===== src/rtl/imem_arbiter_pkg.sv =====
// Shared definitions for the instruction/data memory arbiter: access sizes,
// memory geometry, requester ids and the response tag carried through the read pipe.
package imem_arbiter_pkg;

    localparam logic [2:0] ACCESS_SZ_BYTE = 3'd0;
    localparam logic [2:0] ACCESS_SZ_HALF = 3'd1;
    localparam logic [2:0] ACCESS_SZ_WORD = 3'd2;

    localparam int unsigned MEM_BYTES = 8192;
    localparam int          RD_LAT    = 2;

    typedef enum logic {
        PORT_F = 1'b0,
        PORT_D = 1'b1
    } port_t;

    typedef struct packed {
        logic  valid;
        port_t port;
        logic  werr;
    } rsp_tag_t;

    function automatic logic [32:0] access_bytes(input logic [2:0] wsz);
        case (wsz)
            ACCESS_SZ_BYTE: access_bytes = 33'd1;
            ACCESS_SZ_HALF: access_bytes = 33'd2;
            default:        access_bytes = 33'd4;
        endcase
    endfunction

    // Partial overlap of a word read with the buffered write; 33-bit so ranges near 2^32 do not wrap.
    function automatic logic rd_hazard(input logic [31:0] raddr,
                                       input logic [31:0] waddr,
                                       input logic [2:0]  wsz);
        logic [32:0] rlo;
        logic [32:0] wlo;
        rlo = {1'b0, raddr};
        wlo = {1'b0, waddr};
        rd_hazard = (rlo < wlo + access_bytes(wsz)) && (wlo < rlo + 33'd4) && (raddr != waddr);
    endfunction

endpackage


===== src/rtl/imem_rsp_tracker.sv =====
// Fixed-depth tag pipe that follows each read (or failed write) through the
// memory latency and presents the tag whose response is due this cycle.
module imem_rsp_tracker
    import imem_arbiter_pkg::*;
(
    input  logic     clk,
    input  logic     rst_n,
    input  rsp_tag_t i_push,
    output rsp_tag_t o_pop
);

    rsp_tag_t r_pipe [RD_LAT];

    always_ff @(posedge clk) begin
        if (!rst_n) begin
            for (int i = 0; i < RD_LAT; i++) begin
                r_pipe[i] <= '0;
            end
        end else begin
            r_pipe[0] <= i_push;
            for (int i = 1; i < RD_LAT; i++) begin
                r_pipe[i] <= r_pipe[i-1];
            end
        end
    end

    assign o_pop = r_pipe[RD_LAT-1];

endmodule


===== src/rtl/imem_arbiter.sv =====
// Round-robin arbiter between fetch and data ports for the shared memory, with
// partial-overlap read-after-write stall, write-field hold and response routing.
module imem_arbiter
    import imem_arbiter_pkg::*;
(
    input  logic        clk,
    input  logic        rst_n,

    input  logic        i_f_req,
    input  logic [31:0] i_f_addr,
    output logic        o_f_gnt,
    output logic        o_f_rvalid,
    output logic [31:0] o_f_rdata,
    output logic        o_f_err,

    input  logic        i_d_req,
    input  logic        i_d_we,
    input  logic [31:0] i_d_addr,
    input  logic [31:0] i_d_wdata,
    input  logic [2:0]  i_d_wsz,
    output logic        o_d_gnt,
    output logic        o_d_rvalid,
    output logic [31:0] o_d_rdata,
    output logic        o_d_err,

    output logic        o_mem_re,
    output logic [31:0] o_mem_raddr,
    output logic        o_mem_we,
    output logic [31:0] o_mem_waddr,
    output logic [31:0] o_mem_wdata,
    output logic [2:0]  o_mem_wsz,
    input  logic [31:0] i_mem_rdata,
    input  logic        i_mem_hit
);

    port_t       r_rr;
    logic        r_wr_last;
    logic [31:0] r_waddr;
    logic [31:0] r_wdata;
    logic [2:0]  r_wsz;

    logic        w_f_haz;
    logic        w_d_haz;
    logic        w_f_ok;
    logic        w_d_ok;
    logic        w_f_win;
    logic        w_d_win;
    logic        w_d_rd;
    logic        w_mem_we;
    logic        w_d_oor;
    rsp_tag_t    w_push;
    rsp_tag_t    w_pop;
    logic        w_pop_live;

    // The stall only exists in the single cycle after a write grant.
    assign w_f_haz = r_wr_last & rd_hazard(i_f_addr, r_waddr, r_wsz);
    assign w_d_haz = r_wr_last & ~i_d_we & rd_hazard(i_d_addr, r_waddr, r_wsz);

    assign w_f_ok  = rst_n & i_f_req & ~w_f_haz;
    assign w_d_ok  = rst_n & i_d_req & ~w_d_haz;
    assign w_f_win = w_f_ok & (~w_d_ok | (r_rr == PORT_F));
    assign w_d_win = w_d_ok & ~w_f_win;

    assign w_d_rd   = w_d_win & ~i_d_we;
    assign w_mem_we = w_d_win & i_d_we;
    assign w_d_oor  = i_d_addr >= MEM_BYTES;

    assign o_f_gnt     = w_f_win;
    assign o_d_gnt     = w_d_win;
    assign o_mem_re    = w_f_win | w_d_rd;
    assign o_mem_raddr = w_f_win ? i_f_addr : (w_d_rd ? i_d_addr : 32'd0);
    assign o_mem_we    = w_mem_we;
    assign o_mem_waddr = w_mem_we ? i_d_addr  : r_waddr;
    assign o_mem_wdata = w_mem_we ? i_d_wdata : r_wdata;
    assign o_mem_wsz   = w_mem_we ? i_d_wsz   : r_wsz;

    // Pointer moves to the loser only on contended grants, so a stalled port keeps its turn.
    always_ff @(posedge clk) begin
        if (!rst_n) begin
            r_rr      <= PORT_F;
            r_wr_last <= 1'b0;
            r_waddr   <= '0;
            r_wdata   <= '0;
            r_wsz     <= '0;
        end else begin
            r_wr_last <= w_mem_we;
            if (w_mem_we) begin
                r_waddr <= i_d_addr;
                r_wdata <= i_d_wdata;
                r_wsz   <= i_d_wsz;
            end
            if (i_f_req && i_d_req && (w_f_win || w_d_win)) begin
                r_rr <= w_f_win ? PORT_D : PORT_F;
            end
        end
    end

    assign w_push.valid = w_f_win | w_d_rd | (w_mem_we & w_d_oor);
    assign w_push.port  = w_d_win ? PORT_D : PORT_F;
    assign w_push.werr  = w_mem_we;

    imem_rsp_tracker u_rsp_tracker (
        .clk    (clk),
        .rst_n  (rst_n),
        .i_push (w_push),
        .o_pop  (w_pop)
    );

    assign w_pop_live = rst_n & w_pop.valid;

    assign o_f_rvalid = w_pop_live & (w_pop.port == PORT_F);
    assign o_f_err    = o_f_rvalid & ~i_mem_hit;
    assign o_f_rdata  = o_f_rvalid ? i_mem_rdata : 32'd0;

    // A failed write carries no data; the memory returns nothing for it.
    assign o_d_rvalid = w_pop_live & (w_pop.port == PORT_D);
    assign o_d_err    = o_d_rvalid & (w_pop.werr | ~i_mem_hit);
    assign o_d_rdata  = (o_d_rvalid & ~w_pop.werr) ? i_mem_rdata : 32'd0;

endmodule


===== config.mk =====
export PLATFORM = sky130hd
export DESIGN_NAME = imem_arbiter
export DESIGN_NICKNAME = d
export VERILOG_FILES = /design/src/rtl/imem_arbiter_pkg.sv /design/src/rtl/imem_rsp_tracker.sv /design/src/rtl/imem_arbiter.sv
export SDC_FILE = /design/constraint.sdc
export NUM_CORES = 1
export LEC_CHECK = 0
export BUFFER_PORTS_ARGS = -buffer_cell sky130_fd_sc_hd__clkbuf_2
export CAP_MARGIN = 15
export CORE_MARGIN = 8
export CORE_UTILIZATION = 58
export CTS_BUF_LIST = sky130_fd_sc_hd__clkbuf_8 sky130_fd_sc_hd__clkbuf_16
export CTS_CLUSTER_DIAMETER = 40
export DETAILED_ROUTE_END_ITERATION = 7
export GPL_TIMING_DRIVEN = 0
export PLACE_DENSITY = 0.91
export RECOVER_POWER = 25
export SLEW_MARGIN = 20
export SYNTH_ARGS = -nofsm -noshare
export SYNTH_HDL_FRONTEND = slang
export SYNTH_HIERARCHICAL = 1
export SYNTH_SLANG_ARGS = --single-unit

===== constraint.sdc =====
create_clock -name clk -period 13.1 [get_ports clk]
set_input_delay 2.62 -clock clk [delete_from_list [all_inputs] [get_ports clk]]
set_output_delay 2.62 -clock clk [all_outputs]
set_load 0.005 [all_outputs]

==> metrics.md, run 1 <==
| Metric | Value |
|---|---|
| Syn_area_per_cell | `8.06 um^2` |
| Post-Syn Nets | `around 1500` |
| Leakage | `between 0.006 and 0.007 uW` |
| Gpl congestion | `0.994` |
| # H-tree levels | `3` |
| Max-capacitance violation count | `0` |
| Clock Skew | `0.0116 ns` |
| Critical Path AT | `approximately 8 ns` |
| CTS Buffer Depth | `2` |
| Max-slew violation count | `0` |
| Maximum VDD drop | `77.8 uV` |
| Worst-Margin Slew | `1.01 ns` |
| Skew-Pair Late Insertion Delay | `0.34 ns` |
| Total iterations of the first detailed-routing run | `6` |
| Crit-path max FO | `10` |
| Starting Density | `59.3%` |
| Async S/R FF share, synth | `0%` |
| Filler Cell Count | `between 1000 and 1500` |
| DR iter-0 viols | `983` |
| Placed Area | `0.0116 mm^2` |
| Initial antenna violation count | `0` |
| Clock sink count | `75` |
| Post-place setup slack | `2.73 ns` |
| Primary FF master, synth | `dfxtp_1` |
| Setup slack after layout | `2.38 ns` |
| CTS tree | `yes` |
| N_diodes | `0` |
| Final worst path period share | `between 80% and 90%` |
| Die width | `approximately 150 um` |
| Pwr Density | `68.3 mW/mm^2` |
| Die height | `146 um` |
| CP endpoint kind | `primary output` |
| Vias in the first global route | `10900` |
| Synth top cells by count | `ha_1, nand2_1, xnor2_1, inv_1, dfxtp_1` |
| Crit path launch type | `primary input` |
| Layout Cells excl Fill | `approximately 1800` |
| Final instance area | `0.0119 mm^2` |
| Hold slack | `0.442 ns` |
| Antenna Violating Nets Remaining | `0` |
| Post-DP HPWL | `30000 um` |
| Synth top area share | `around 17%` |
| GRT Util Overall | `between 30 and 40%` |
| YS warnings | `6` |
| Rel. slew slack | `31.8%` |
| Synth Instances | `1216` |
| Status | `completed` |
| Final wirelength | `36700 um` |
| Routed vias/inst | `6.03` |
| Area leader, netlist | `ha_1` |
| Post-CTS Hold Fix Bufs | `0` |
| Final #Nets | `1804` |
| Post-route DRC violation count | `0` |
| RSZ-0062 raised after global routing | `no` |
| Min-Delay Path Class | `reg2reg` |
| Root Driver | `clkbuf_16` |
| DIE AREA | `0.0213 mm^2` |
| Largest net degree at the start of global routing | `14` |
| Total gr overflow | `0` |
| Placed cells | `1743` |
| Top cells by area, synth | `ha_1, dfxtp_1, xnor2_1` |
| Critical path class | `in2out` |
| Final Hold Viols | `0` |
| Layout cells sized above 1 | `26.5%` |
| Buffers on Ports | `307` |
| Post-Syn Area | `0.00980 mm^2` |
| Synth cell types | `61` |
| Required @ worst endpoint | `10.48 ns` |
| Total CTS buffers | `9` |
| Hold depth | `1` |
| Post-synth EDFFs | `0` |
| Io pins | `308` |
| #FFs+latches synth | `75` |
| Via count | `10600` |
| Rows | `47` |
| Cell depth of the worst flop-to-flop path | `21` |
| Post-synthesis sequential area ratio | `15.3%` |
| Peak Freq | `93.3 MHz` |
| Post-CTS setup buffer count | `0` |
| Wire length per cell | `20.9 um` |
| Setup Viol. Count Final | `0` |
| Min cycle time layout | `approximately 11 ns` |
| Clock transition at the registers of the reported paths | `roughly 0.06 ns` |
| Final setup TNS | `0 ns` |
| Placeable core area | `0.0165 mm^2` |
| Area grow syn2layout | `21.2%` |
| First-pass GRT wire length | `57300 um` |
| Post-cts gate resize count | `0` |
cell families (layout without fill, tap and decap cells):
family,after synthesis,after routing,share of synthesized area [%]
muxes,134,134,14.5
buffers and inverters,171,494,7.30
adders and majority gates,133,133,17.1
DFF,75,75,15.3
AOI/OAI and AO/OA,154,154,11.1
xor gates and xnor gates,144,144,12.9
and+or+nand+nor,405,405,21.8
layout make-up:
type | instances | area, um^2 | share of cell area (%)
multi-input cells | 970 | 7560 | 63.7
repair buffers | 307 | 1510 | 12.7
flip-flops and latches | 75 | 1500 | 12.6
plain buffers | 88 | 387 | 3.26
inverters | 83 | 312 | 2.62
well taps | 220 | 275 | 2.32
clock buffers | 10 | 239 | 2.01
clock inverters | 6 | 88.8 | 0.748
path summary, 6_finish.rpt:
path,startpoint,end,slack (ns)
setup / recovery,i_d_addr[4],o_mem_raddr[26],2.38
hold / removal,u_rsp_tracker/r_pipe[0][2]$_SDFF_PN0_,u_rsp_tracker/r_pipe[0][5]$_SDFF_PN0_,0.44
setup reg to reg,r_wsz[2]$_SDFF_PN0_,r_wdata[29]$_SDFF_PN0_,6.32
hold reg to reg,u_rsp_tracker/r_pipe[0][2]$_SDFF_PN0_,u_rsp_tracker/r_pipe[0][5]$_SDFF_PN0_,0.44
per-stage QoR:
step                util (%)  total power [uW]
floorplan                  -               416
global placement        70.3               520
detailed placement      70.3               529
CTS                     72.2               807
global route            71.9               848
finish                  71.9               812
report_power, final:
part	switching [uW]	internal, uW	leakage [uW]
Combinational	162	121	0.00546
Clock	107	173	0.000160
Sequential	9.22	240	0.000613
Total	278	533	0.00623
registers in the layout (all words and copies together), names as in the netlist:
name	flops
r_waddr	32
r_wdata	32
u_rsp_tracker/r_pipe	6
r_wsz	3
r_rr	1
r_wr_last	1
worst max-delay path, cell delays in order:
cell	delay, ns
clkbuf_1	0.11
clkbuf_1	0.40
nand3_1	0.24
nor4_1	0.78
nor2b_1	0.43
and3_1	0.32
nand2_1	0.07
nor4_1	0.25
xnor2_1	0.12
ha_1	0.21
a21o_1	0.18
a21oi_1	0.17
o221ai_1	0.13
nand2_1	0.07
o211ai_1	0.14
o311a_1	0.46
a21oi_2	0.65
buf_2	0.39
a22o_1	0.22
clkbuf_2	0.13
layout by cell type, fill, tap and decap left out, drive strengths merged, types with 51 or more instances in the layout:
master,count
and3,51
clkbuf,371
inv,85
ha,132
mux2,64
dfxtp,75
mux2i,70
nand2,132
xnor2,87
xor2,57
layer usage:
| metal | track usage [%] | vias up | wire, um |
|---|---|---|---|
| li1 | - | 4923 | - |
| met1 | 38.8 | 4931 | 14300 |
| met2 | 54.7 | 631 | 16800 |
| met3 | 9.17 | 130 | 3950 |
| met4 | 15.1 | 0 | 1590 |
| met5 | 0 | - | 0 |
Note: power is estimated with default switching activity, not from simulation.
==> run 2: changes to the inputs <==
ABC_AREA = 1   (was unset)
CORE_UTILIZATION = 49   (was 58)
PLACE_DENSITY = 0.82   (was 0.91)
clock period = 9.15 ns   (was 13.1 ns; I/O delays follow)
==> metrics.md, run 2 <==
| Metric | Value |
|---|---|
| Status | `completed (unchanged)` |
| Placed cells | `2311 (was 1743)` |
| Required @ worst endpoint | `7.32 ns (was 10.48 ns)` |
| Met2 usage | `51.6% (was 54.7%)` |
| Placed Area | `0.0121 mm^2 (was 0.0116 mm^2)` |
| Met1 Resource Use GR | `40.8% (was 38.8%)` |
| Crit path launch type | `primary input (unchanged)` |
| Multi-input logic area | `0.00717 mm^2 (was 0.00756 mm^2)` |
| Initial antenna violation count | `0 (unchanged)` |
| Max-capacitance violation count | `0 (unchanged)` |
| Maximum VDD drop | `79.2 uV (was 77.8 uV)` |
| Final wirelength | `42200 um (was 36700 um)` |
| Post-Syn Area | `0.0102 mm^2 (was 0.00980 mm^2)` |
| Total CTS buffers | `9 (unchanged)` |
| Root Driver | `clkbuf_16 (unchanged)` |
| Rel. slew slack | `50.8% (was 31.8%)` |
| Layout Cells excl Fill | `2327 (was 1759)` |
| # H-tree levels | `3 (unchanged)` |
| Final instance area | `0.0124 mm^2 (was 0.0119 mm^2)` |
| Synth cell types | `40 (was 61)` |
| Tot Pwr | `1190 uW (was 812 uW)` |
| Crit-path max FO | `10 (unchanged)` |
| Antenna Violating Nets Remaining | `0 (unchanged)` |
| Syn_area_per_cell | `5.91 um^2 (was 8.06 um^2)` |
| First-pass GRT wire length | `64900 um (was 57300 um)` |
| Gpl congestion | `1.07 (was 0.994)` |
| Register area | `0.00150 mm^2 (unchanged)` |
| Peak Freq | `117 MHz` |
| Placeable core area | `0.0208 mm^2 (was 0.0165 mm^2)` |
| DIE AREA | `0.0258 mm^2 (was 0.0213 mm^2)` |
| CTS tree | `yes (unchanged)` |
| Synth top cells by count | `nand2_1, inv_1, nor2_1, ha_1, nand4_1 (was ha_1, nand2_1, xnor2_1, inv_1, dfxtp_1)` |
| Buffers on Ports | `306 (was 307)` |
| Area grow syn2layout | `21.0% (was 21.2%)` |
| Critical Path AT | `6.73 ns (was 8.10 ns)` |
| Skew-Pair Late Insertion Delay | `0.36 ns (was 0.34 ns)` |
| Post-synthesis sequential area ratio | `14.7% (was 15.3%)` |
| Post-Syn Nets | `2000 (was 1486)` |
| Most frequent cells in the layout | `nand2_1, inv_1, clkbuf_2 (was clkbuf_2, nand2_1, ha_1)` |
| Largest net degree at the start of global routing | `17 (was 14)` |
| Primary FF master, synth | `dfxtp_1 (unchanged)` |
| Clock transition at the registers of the reported paths | `0.07 ns (was 0.06 ns)` |
| Post-DP HPWL | `35400 um (was 30000 um)` |
| Leakage | `0.00729 uW (was 0.00623 uW)` |
| CTS Buffer Depth | `2 (unchanged)` |
| Clock sink count | `75 (unchanged)` |
| Vias in the first global route | `11800 (was 10900)` |
| Wire length per cell | `18.1 um (was 20.9 um)` |
| Most common cell after layout, fill and taps aside | `nand2_1 (was clkbuf_2)` |
| Synth Instances | `1730 (was 1216)` |
| Io pins | `308 (unchanged)` |
| CP endpoint kind | `primary output (unchanged)` |
| Min-Delay Path Class | `reg2reg (unchanged)` |
| Via count | `12400 (was 10600)` |
| Post-cts gate resize count | `0 (unchanged)` |
| Synth top area share | `16.1% (was 16.9%)` |
| Total iterations of the first detailed-routing run | `7 (was 6)` |
| Final worst path period share | `93.5%` |
| Total gr overflow | `0 (unchanged)` |
| Core Util, Final | `59.6% (was 71.9%)` |
| Die height | `160 um (was 146 um)` |
| Clock Skew | `0.00924 ns (was 0.0116 ns)` |
| Met3 usage | `5.91% (was 9.17%)` |
| Starting Density | `49.3% (was 59.3%)` |
| Setup Viol. Count Final | `0 (unchanged)` |
| RSZ-0062 raised after global routing | `no (unchanged)` |
| Async S/R FF share, synth | `0% (unchanged)` |
| Max-slew violation count | `0 (unchanged)` |
| Post-synth EDFFs | `0 (unchanged)` |
| Final Hold Viols | `0 (unchanged)` |
| Rows | `53 (was 47)` |
| Layout cells sized above 1 | `16.9% (was 26.5%)` |
| Filler Cell Count | `2159 (was 1346)` |
| #FFs+latches synth | `75 (unchanged)` |
| Critical path class | `in2out (unchanged)` |
| Final setup TNS | `0 ns (unchanged)` |
| N_diodes | `0 (unchanged)` |
| GRT Util Overall | `31.4% (was 33.0%)` |
| Post-route DRC violation count | `0 (unchanged)` |
| Area leader, netlist | `ha_1 (unchanged)` |
| DR iter-0 viols | `1111 (was 983)` |
| Routed vias/inst | `5.32 (was 6.03)` |
| Top cells by area, synth | `ha_1, nand2_1, dfxtp_1 (was ha_1, dfxtp_1, xnor2_1)` |
| Post-CTS setup buffer count | `0 (unchanged)` |
| Worst-Margin Slew | `0.731 ns (was 1.01 ns)` |
| Post-CTS Hold Fix Bufs | `0 (unchanged)` |
| YS warnings | `6 (unchanged)` |
| Most used routing layer in global routing | `met2 (unchanged)` |
| Biggest regs | `r_waddr x32, r_wdata x32, u_rsp_tracker/r_pipe x6 (unchanged)` |
| Most common cell in the netlist | `nand2_1` |
| Die width | `160 um (was 146 um)` |
| Pwr Density | `96.6 mW/mm^2 (was 68.3 mW/mm^2)` |
| Min cycle time layout | `8.56 ns` |
| Final #Nets | `2317 (was 1804)` |
==> run 2: cell type report <==
cell class,count,share of cell area [%]
buffer,69,2.71
clock buffer,9,1.82
clock inverter,7,0.708
inverter,325,9.86
multi-input combinational,1261,58.0
sequential,75,12.1
tap,275,2.78
timing repair buffer,306,12.0
==> run 2: final timing paths <==
check	startpoint	slack (ns)	endpoint	cells after the start
max	i_d_addr[4]	0.59	o_mem_raddr[30]	24
max reg2reg	r_wsz[2]$_SDFF_PN0_	3.61	r_waddr[15]$_SDFF_PN0_	27
min	u_rsp_tracker/r_pipe[0][0]$_SDFF_PN0_	0.42	u_rsp_tracker/r_pipe[0][3]$_SDFF_PN0_	2
min reg2reg	u_rsp_tracker/r_pipe[0][0]$_SDFF_PN0_	0.42	u_rsp_tracker/r_pipe[0][3]$_SDFF_PN0_	2
==> run 2: logic make-up after synthesis <==
| group | Yosys count | synth area share, % |
|---|---|---|
| buffers and inverters | 394 | 15.2 |
| xor gates and xnor gates | 102 | 8.73 |
| and+or+nand+nor | 903 | 38.7 |
| adders and majority gates | 133 | 16.3 |
| AOI/OAI and AO/OA | 123 | 6.31 |
| DFF | 75 | 14.7 |
==> run 2: worst max-delay path, cell delays in order <==
cell      delay [ns]
clkbuf_2        0.18
inv_1           0.11
nor3_2          0.37
nand4_1         0.25
nor3_2          0.32
nand3_1         0.35
nor3_1          0.48
nand2_1         0.18
nor2_1          0.15
xor2_1          0.08
ha_1            0.27
nand2_1         0.06
o21ai_0         0.20
nand4_1         0.13
nand2_1         0.08
nor2_1          0.04
nand3_1         0.11
nand2_1         0.12
inv_2           0.12
buf_6           0.16
clkbuf_1        0.48
nand4_1         0.16
o21ai_1         0.27
clkbuf_2        0.19
==> run 2: metrics by stage <==
step | worst slack, ns | hold WS, ns
after floorplan | 2.41 | 0.386
after global placement | 0.767 | 0.394
after detailed placement | 0.785 | 0.403
after CTS | 0.754 | 0.418
after global routing | 0.204 | 0.431
final | 0.594 | 0.417
==> run 2: power by group <==
part	internal [uW]	switching (uW)	total, uW
Clock	219	178	397
Sequential	342	17.1	359
Combinational	157	282	439
==> run 2: metal layers <==
layer	up-vias	wire length, um
met2	651	19200
met5	-	0
met3	78	4200
met4	0	1110
met1	5558	17700
li1	6100	-
==> run 3: changes to the inputs <==
CORE_UTILIZATION = 54   (was 49)
PLACE_DENSITY = 0.85   (was 0.82)
clock period = 9.1 ns   (was 9.15 ns; I/O delays follow)
==> metrics.md, run 3 (synthesis results as in run 2) <==
| Metric | Value |
|---|---|
| Gpl congestion | `1.04 (was 1.07)` |
| Post-route DRC violation count | `0 (unchanged)` |
| Area grow syn2layout | `20.2% (was 21.0%)` |
| GRT Util Overall | `33.6% (was 31.4%)` |
| Final #Nets | `2317 (unchanged)` |
| Max-capacitance violation count | `0 (unchanged)` |
| Die height | `154 um (was 160 um)` |
| Post-CTS Hold Fix Bufs | `0 (unchanged)` |
| Filler Cell Count | `1843 (was 2159)` |
| Via count | `12600 (was 12400)` |
| CP endpoint kind | `primary output (unchanged)` |
| RSZ-0062 raised after global routing | `no (unchanged)` |
| Initial antenna violation count | `0 (unchanged)` |
| Setup Viol. Count Final | `0 (unchanged)` |
| Maximum VDD drop | `92.4 uV (was 79.2 uV)` |
| Status | `completed (unchanged)` |
| Post-cts gate resize count | `0 (unchanged)` |
| Min cycle time layout | `8.40 ns` |
| Io pins | `308 (unchanged)` |
| Biggest regs | `r_waddr x32, r_wdata x32, u_rsp_tracker/r_pipe x6 (unchanged)` |
| Crit-path max FO | `10 (unchanged)` |
| Antenna Violating Nets Remaining | `0 (unchanged)` |
| DIE AREA | `0.0236 mm^2 (was 0.0258 mm^2)` |
| Starting Density | `54.9% (was 49.3%)` |
| R2r startpoint | `r_wsz[1]$_SDFF_PN0_ (was r_wsz[2]$_SDFF_PN0_)` |
| Total gr overflow | `0 (unchanged)` |
| Reg2Reg Capture Point | `r_waddr[20]$_SDFF_PN0_ (was r_waddr[15]$_SDFF_PN0_)` |
| Largest net degree at the start of global routing | `17 (unchanged)` |
| Skew-Pair Late Insertion Delay | `0.36 ns (about the same)` |
| Buffers on Ports | `306 (unchanged)` |
| Wire length per cell | `18.1 um (about the same)` |
| Crit path launch type | `primary input (unchanged)` |
| Clock sink count | `75 (unchanged)` |
| Final Hold Viols | `0 (unchanged)` |
| Rows | `50 (was 53)` |
| Hold slack | `0.408 ns (was 0.417 ns)` |
| Critical Path AT | `6.58 ns (was 6.73 ns)` |
| Clock Skew | `0.0139 ns (was 0.00924 ns)` |
| Root Driver | `clkbuf_16 (unchanged)` |
| N_diodes | `0 (unchanged)` |
| Routed vias/inst | `5.49 (was 5.32)` |
| Hold Path Sink | `u_rsp_tracker/r_pipe[0][4]$_SDFF_PN0_ (was u_rsp_tracker/r_pipe[0][3]$_SDFF_PN0_)` |
| Layout cells sized above 1 | `16.7% (was 16.9%)` |
| Peak Freq | `119 MHz` |
| Most common cell after layout, fill and taps aside | `nand2_1 (unchanged)` |
| Tot Pwr | `1180 uW (was 1190 uW)` |
| Total CTS buffers | `9 (unchanged)` |
| Rel. slew slack | `52.1% (was 50.8%)` |
| Post-place setup slack | `0.846 ns (was 0.785 ns)` |
| Required @ worst endpoint | `7.28 ns (was 7.32 ns)` |
| Post-DP HPWL | `34500 um (was 35400 um)` |
| Most frequent cells in the layout | `nand2_1, inv_1, clkbuf_2 (unchanged)` |
| Vias in the first global route | `11900 (was 11800)` |
| Min-Delay Path Class | `reg2reg (unchanged)` |
| Placeable core area | `0.0186 mm^2 (was 0.0208 mm^2)` |
| Critical path class | `in2out (unchanged)` |
| Clock transition at the registers of the reported paths | `0.07 ns (about the same)` |
| Cell depth of the worst flop-to-flop path | `26 (was 27)` |
| Final worst path period share | `92.3%` |
| Die width | `154 um (was 160 um)` |
| Post-CTS setup buffer count | `0 (unchanged)` |
| Core Util, Final | `66.0% (was 59.6%)` |
| Hold path start | `u_rsp_tracker/r_pipe[0][1]$_SDFF_PN0_ (was u_rsp_tracker/r_pipe[0][0]$_SDFF_PN0_)` |
| Worst R2R Setup Slack | `3.54 ns (was 3.61 ns)` |
| Pwr Density | `96.0 mW/mm^2 (was 96.6 mW/mm^2)` |
| Final setup TNS | `0 ns (unchanged)` |
| CTS Buffer Depth | `2 (unchanged)` |
| Multi-input logic area | `0.00717 mm^2 (unchanged)` |
| Register area | `0.00150 mm^2 (unchanged)` |
| Max-slew violation count | `0 (unchanged)` |
| DR iter-0 viols | `1072 (was 1111)` |
| CTS tree | `yes (unchanged)` |
| Final wirelength | `41300 um (was 42200 um)` |
| # H-tree levels | `3 (unchanged)` |
| Total iterations of the first detailed-routing run | `6 (was 7)` |
| Worst-Margin Slew | `0.719 ns (was 0.731 ns)` |
| Leakage | `0.00726 uW (was 0.00729 uW)` |
| First-pass GRT wire length | `63300 um (was 64900 um)` |
| Setup slack after layout | `0.704 ns (was 0.594 ns)` |
| Hold depth | `2 (unchanged)` |
run 3: cell types whose count changed in the layout (fill, tap and decap cells not counted):
cell | previous run | this run
buf_1 | 12 | 13
clkbuf_1 | 57 | 60
clkbuf_2 | 279 | 275
inv_6 | 3 | 2
inv_8 | 2 | 3
bufinv_16 | 1 | 0
clkinvlp_4 | 0 | 1
run 3: per-layer routing:
| layer | vias up | wire (um) | track usage, % |
|---|---|---|---|
| li1 | 6119 | - | - |
| met1 | 5652 | 17200 | 43.3 |
| met2 | 697 | 18600 | 54.5 |
| met3 | 84 | 4230 | 7.15 |
| met4 | 0 | 1260 | 11.9 |
| met5 | - | 0 | 0 |
run 3: critical path, stage by stage:
cell,delay [ns]
clkbuf_2,0.20
inv_1,0.11
nor3_2,0.38
nand4_1,0.24
nor3_2,0.28
nand3_1,0.32
nor3_1,0.42
nand2_1,0.19
nor2_1,0.15
xor2_1,0.08
ha_1,0.27
nand2_1,0.06
o21ai_0,0.25
nand4_1,0.15
nand2_1,0.09
nor2_1,0.04
nand3_1,0.12
nand2_1,0.12
inv_2,0.11
buf_6,0.16
clkbuf_1,0.46
nand4_1,0.15
o21ai_1,0.19
clkbuf_2,0.17
run 3: per-stage QoR:
stage	cell area, um^2	instances
global route	12300	2286
detailed placement	12100	2270
floorplan	10200	1730
CTS	12300	2286
global placement	12100	2270
finish	12300	2286
run 3: worst max-delay path by stage:
stage               slack [ns]        start         endpoint  cells after the start
global route              0.30  i_d_addr[4]  o_mem_raddr[16]                     24
floorplan                 2.38  i_f_addr[2]  o_mem_waddr[28]                     25
global placement          0.86  i_f_addr[3]  o_mem_raddr[19]                     25
detailed placement        0.85  i_f_addr[3]   o_mem_raddr[5]                     25
finish                    0.70  i_d_addr[4]  o_mem_raddr[30]                     24
CTS                       0.82  i_f_addr[3]   o_mem_raddr[5]                     25
run 3: area by class of cell:
cell class | instances | share of cell area (%)
Buffer | 69 | 2.73
Clock buffer | 9 | 1.83
Clock inverter | 7 | 0.549
Inverter | 325 | 9.92
Multi-Input combinational cell | 1261 | 58.3
Sequential cell | 75 | 12.2
Tap cell | 234 | 2.38
Timing Repair Buffer | 306 | 12.1
run 3: power breakdown:
part	internal, uW	switching (uW)	total, uW
clock network	194	183	376
registers	344	17.1	361
logic	158	285	443
